**src/rtl/div_clz_radix2_pkg.sv**
```systemverilog
`default_nettype none
// ------------------------------------------------------------------
// div_clz_radix2_pkg : shared types for the CLZ-skipping divider
// rev 1.0
// ------------------------------------------------------------------
package div_clz_radix2_pkg;

  localparam int c_DEFAULT_DATA_WIDTH = 32;

  typedef enum logic [0:0] {
    ST_IDLE = 1'b0,
    ST_RUN  = 1'b1
  } div_state_e;

endpackage
`default_nettype wire

```
**src/rtl/div_clz_radix2_step.sv**
```systemverilog
`default_nettype none
// ------------------------------------------------------------------
// div_clz_radix2_step : one restoring compare/subtract/shift iteration
// rev 1.0
// ------------------------------------------------------------------
module div_clz_radix2_step
  import div_clz_radix2_pkg::*;
#(
  parameter int DATA_WIDTH = c_DEFAULT_DATA_WIDTH
) (
  input  logic [DATA_WIDTH-1:0] i_rem,
  input  logic [DATA_WIDTH-1:0] i_d,
  input  logic [DATA_WIDTH-1:0] i_q,
  output logic [DATA_WIDTH-1:0] o_rem,
  output logic [DATA_WIDTH-1:0] o_d,
  output logic [DATA_WIDTH-1:0] o_q
);

  logic w_ge;

  assign w_ge  = (i_rem >= i_d);
  assign o_rem = w_ge ? (i_rem - i_d) : i_rem;
  assign o_q   = {i_q[DATA_WIDTH-2:0], w_ge};
  assign o_d   = i_d >> 1;

endmodule
`default_nettype wire

```
**src/rtl/div_clz_radix2.sv**
```systemverilog
`default_nettype none
// ------------------------------------------------------------------
// div_clz_radix2 : radix-2 restoring unsigned divider, CLZ-aligned start
// rev 1.0
// ------------------------------------------------------------------
module div_clz_radix2
  import div_clz_radix2_pkg::*;
#(
  parameter int DATA_WIDTH = c_DEFAULT_DATA_WIDTH,
  parameter int CLZW       = $clog2(DATA_WIDTH)
) (
  input  logic                  clk,
  input  logic                  rst_n,
  input  logic                  i_start,
  input  logic [DATA_WIDTH-1:0] i_dividend,
  input  logic [CLZW-1:0]       i_dividend_clz,
  input  logic [DATA_WIDTH-1:0] i_divisor,
  input  logic [CLZW-1:0]       i_divisor_clz,
  input  logic                  i_divisor_is_zero,
  output logic [DATA_WIDTH-1:0] o_quotient,
  output logic [DATA_WIDTH-1:0] o_remainder,
  output logic                  o_done
);

  div_state_e            r_state;
  logic [CLZW-1:0]       r_cnt;
  logic [DATA_WIDTH-1:0] r_rem;
  logic [DATA_WIDTH-1:0] r_d;
  logic [DATA_WIDTH-1:0] r_q;

  logic [DATA_WIDTH-1:0] w_rem_nxt;
  logic [DATA_WIDTH-1:0] w_d_nxt;
  logic [DATA_WIDTH-1:0] w_q_nxt;
  logic [CLZW-1:0]       w_shift;
  logic                  w_early;

  // Divisor with fewer leading zeros than the dividend cannot fit even once.
  assign w_early = i_divisor_is_zero || (i_dividend == '0) ||
                   (i_divisor_clz < i_dividend_clz);
  assign w_shift = i_divisor_clz - i_dividend_clz;

  div_clz_radix2_step #(
    .DATA_WIDTH (DATA_WIDTH)
  ) u_step (
    .i_rem (r_rem),
    .i_d   (r_d),
    .i_q   (r_q),
    .o_rem (w_rem_nxt),
    .o_d   (w_d_nxt),
    .o_q   (w_q_nxt)
  );

  always_ff @(posedge clk or negedge rst_n) begin
    if (!rst_n) begin
      r_state     <= ST_IDLE;
      r_cnt       <= '0;
      r_rem       <= '0;
      r_d         <= '0;
      r_q         <= '0;
      o_quotient  <= '0;
      o_remainder <= '0;
      o_done      <= 1'b0;
    end else begin
      o_done <= 1'b0;

      if (r_state == ST_RUN) begin
        r_rem <= w_rem_nxt;
        r_d   <= w_d_nxt;
        r_q   <= w_q_nxt;
        r_cnt <= r_cnt - CLZW'(1);
        if (r_cnt == '0) begin
          o_quotient  <= w_q_nxt;
          o_remainder <= w_rem_nxt;
          o_done      <= 1'b1;
          r_state     <= ST_IDLE;
        end
      end

      // A new request overrides any iteration in flight.
      if (i_start) begin
        if (w_early) begin
          o_quotient  <= i_divisor_is_zero ? '1 : '0;
          o_remainder <= i_divisor_is_zero ? i_dividend :
                         ((i_dividend == '0) ? '0 : i_dividend);
          o_done      <= 1'b1;
          r_state     <= ST_IDLE;
        end else begin
          r_rem   <= i_dividend;
          r_d     <= i_divisor << w_shift;
          r_q     <= '0;
          r_cnt   <= w_shift;
          r_state <= ST_RUN;
        end
      end
    end
  end

endmodule
`default_nettype wire
```
**config.mk**
```make
export PLATFORM = sky130hd
export DESIGN_NAME = div_clz_radix2
export DESIGN_NICKNAME = d
export VERILOG_FILES = /design/src/rtl/div_clz_radix2_pkg.sv /design/src/rtl/div_clz_radix2_step.sv /design/src/rtl/div_clz_radix2.sv
export SDC_FILE = /design/constraint.sdc
export NUM_CORES = 1
export LEC_CHECK = 0
export CAP_MARGIN = 20
export CORE_MARGIN = 2
export CORE_UTILIZATION = 50
export CTS_BUF_LIST = sky130_fd_sc_hd__clkbuf_8
export DETAILED_ROUTE_END_ITERATION = 7
export PLACE_DENSITY = 0.73
export SLEW_MARGIN = 0
export SYNTH_ARGS = -nofsm -noshare
export SYNTH_HDL_FRONTEND = slang
export SYNTH_HIERARCHICAL = 1
export SYNTH_SLANG_ARGS = --single-unit
```
**constraint.sdc**
```tcl
create_clock -name clk -period 6.95 [get_ports clk]
set_clock_uncertainty 0.15 [all_clocks]
set_input_delay 1.0425 -clock clk [delete_from_list [all_inputs] [get_ports clk]]
set_output_delay 1.0425 -clock clk [all_outputs]
set_load 0.1 [all_outputs]
```
==> impl_metrics.env <==
export IMPL_clkLatencyLatePin_ps=470
export IMPL_areaGrowthSynthToFinish_pct=12.64
export IMPL_crit_type="input pin to flop"
export IMPL_antenna_left=0
export IMPL_postCtsHoldBufs=0
export IMPL_finalSetupViolCount=0
export IMPL_r2r_slack_ps=3090
export IMPL_final_max_slew_viol_count=0
export IMPL_switching_share_pct=48.05
export IMPL_critPathRequiredTime_ps=7110
export IMPL_finalCriticalPeriod_ps=4728
export IMPL_port_buffers=142
export IMPL_switchingPower_mw=2.951
export IMPL_antenna_found_initial=0
export IMPL_hold_class="flop to flop"
export IMPL_hpwl_mm=20.35
export IMPL_gp_congestion=0.9140
export IMPL_ir_drop_uv=265.7
export IMPL_clkTransAtPathRegs_ps=110
export IMPL_cts_path_max_buffers=2
export IMPL_finalNetCount=1396
export IMPL_drc_errors=0
export IMPL_syn_num_nets=1374
export IMPL_grt_max_degree=101
export IMPL_fmax_mhz=211.5
export IMPL_crit_fanout=24
export IMPL_num_rows=56
export IMPL_clockPowerShare_pct=12.2
export IMPL_fin_crit_sh_pct=68.02
export IMPL_crit_path_end_kind="flop"
export IMPL_tns_ps=0
export IMPL_vias_per_cell=5.665
export IMPL_grt_pass1_wl_mm=46.31
export IMPL_ios=143
export IMPL_holdWs_ps=401.1
export IMPL_internal_power_mw=3.191
export IMPL_final_cell_mix="221 x mux2i_1, 165 x dfrtp_1, 141 x clkdlybuf4s50_1"
export IMPL_maxSlewHeadroom_pct=25.72
export IMPL_post_cts_buffers=0
export IMPL_overflow=0
export IMPL_tightest_slew_ps=1114
export IMPL_cts_max_level=4
export IMPL_drive_gt1_share_pct=7.591
export IMPL_cp_start_kind="input pin"
export IMPL_cts_tree="yes"
export IMPL_cts_root_buf="clkbuf_8"
export IMPL_core_area_um2=23330
export IMPL_maxCapViolCount=0
export IMPL_die_area_um2=24870
export IMPL_synth_area_per_cell_um2=9.404
export IMPL_yosys_warnings=6
export IMPL_p_comb_share_pct=63.2
export IMPL_first_global_vias=8795
export IMPL_grt_usage_pct=23.26
export IMPL_post_cts_resized=0
export IMPL_drt_initial_drc_count=695
export IMPL_final_common_cell="mux2i_1"
export IMPL_routedWlPerCell_um=17.63
export IMPL_rsz0062_at_grt="false"
export IMPL_die_w_um=157.7
export IMPL_syn_inst=1256
export IMPL_hold_violations=0
export IMPL_outcome="finished clean"
export IMPL_initial_utilization_pct=50.62
export IMPL_seqPwrFrac_pct=24.7
export IMPL_first_pass_iters=5
export IMPL_numCtsBuffers=17
export IMPL_netlist_area_um2=11810
export IMPL_cp_data_arrival_time_ps=4890
export IMPL_die_y_um=157.7
export IMPL_clkSinkCount=166
export IMPL_powerDensity_nw_per_um2=461.6
export IMPL_power_leakage_nw=5.594
export IMPL_wirelength_mm=28.40
export IMPL_vias=9127
critical path: stages:
cell and delay, ps:
clkdlybuf4s50_1 450, inv_1 40, ha_2 170, fa_1 1070
clkinv_1 970, mux4_2 800, a211oi_1 260, a21oi_1 80
metal layers:
| metal | track usage (%) | up-vias | part of all wire (%) |
|---|---|---|---|
| li1 | - | 4465 | - |
| met5 | 0 | - | 0 |
| met3 | 3.860 | 31 | 4.7 |
| met2 | 35.16 | 248 | 44 |
| met4 | 6.580 | 0 | 2.0 |
| met1 | 34.31 | 4383 | 49 |
cell type report:
class | instances | area [um^2]
Clock inverter | 15 | 214.0
Sequential cell | 166 | 4158
Multi-Input combinational cell | 892 | 6615
Inverter | 49 | 183.9
Antenna cell | 1 | 2.502
Fill cell | 2063 | 10030
Clock buffer | 17 | 234.0
Tap cell | 319 | 399.1
Timing Repair Buffer | 152 | 1498
final timing paths:
kind,end,from,cells past startpoint
min in group asynchronous,o_remainder[2],rst_n,1
worst max-delay path,r_d[22],i_divisor_clz[0],8
worst min-delay path,r_q[30],r_q[30],2
worst max register to register,r_rem[3],r_d[13],11
worst min register to register,r_q[30],r_q[30],2
max in group asynchronous,r_state,rst_n,2
registers in the layout, indices dropped and copies added, names as in the netlist:
signal       cells
o_remainder     32
r_state          1
r_q             31
r_rem           32
r_d             32
o_done           1
o_quotient      32
r_cnt            5
per-stage QoR:
| stage | worst slack [ps] | power, mW | std cells | util [%] | cell area, um^2 |
|---|---|---|---|---|---|
| after floorplan | 3353 | 4.726 | 1256 | - | 11810 |
| after global placement | 1806 | 5.306 | 1578 | 55.09 | 12850 |
| after detailed placement | 1752 | 5.363 | 1578 | 55.09 | 12850 |
| after CTS | 2278 | 6.133 | 1610 | 57.01 | 13300 |
| after global routing | 1986 | 6.589 | 1610 | 57.01 | 13300 |
| final | 2222 | 6.142 | 1611 | 57.02 | 13300 |
power groups by stage:
stage	sequential, mW	combinational (mW)	clock (mW)
2_1_floorplan	1.83	2.90	0
3_3_place_gp	1.52	3.79	0
3_5_place_dp	1.53	3.83	0
4_1_cts	1.51	3.85	0.772
5_1_grt	1.55	4.22	0.815
6_report	1.51	3.88	0.748
Note: power is estimated with default switching activity, not from simulation.
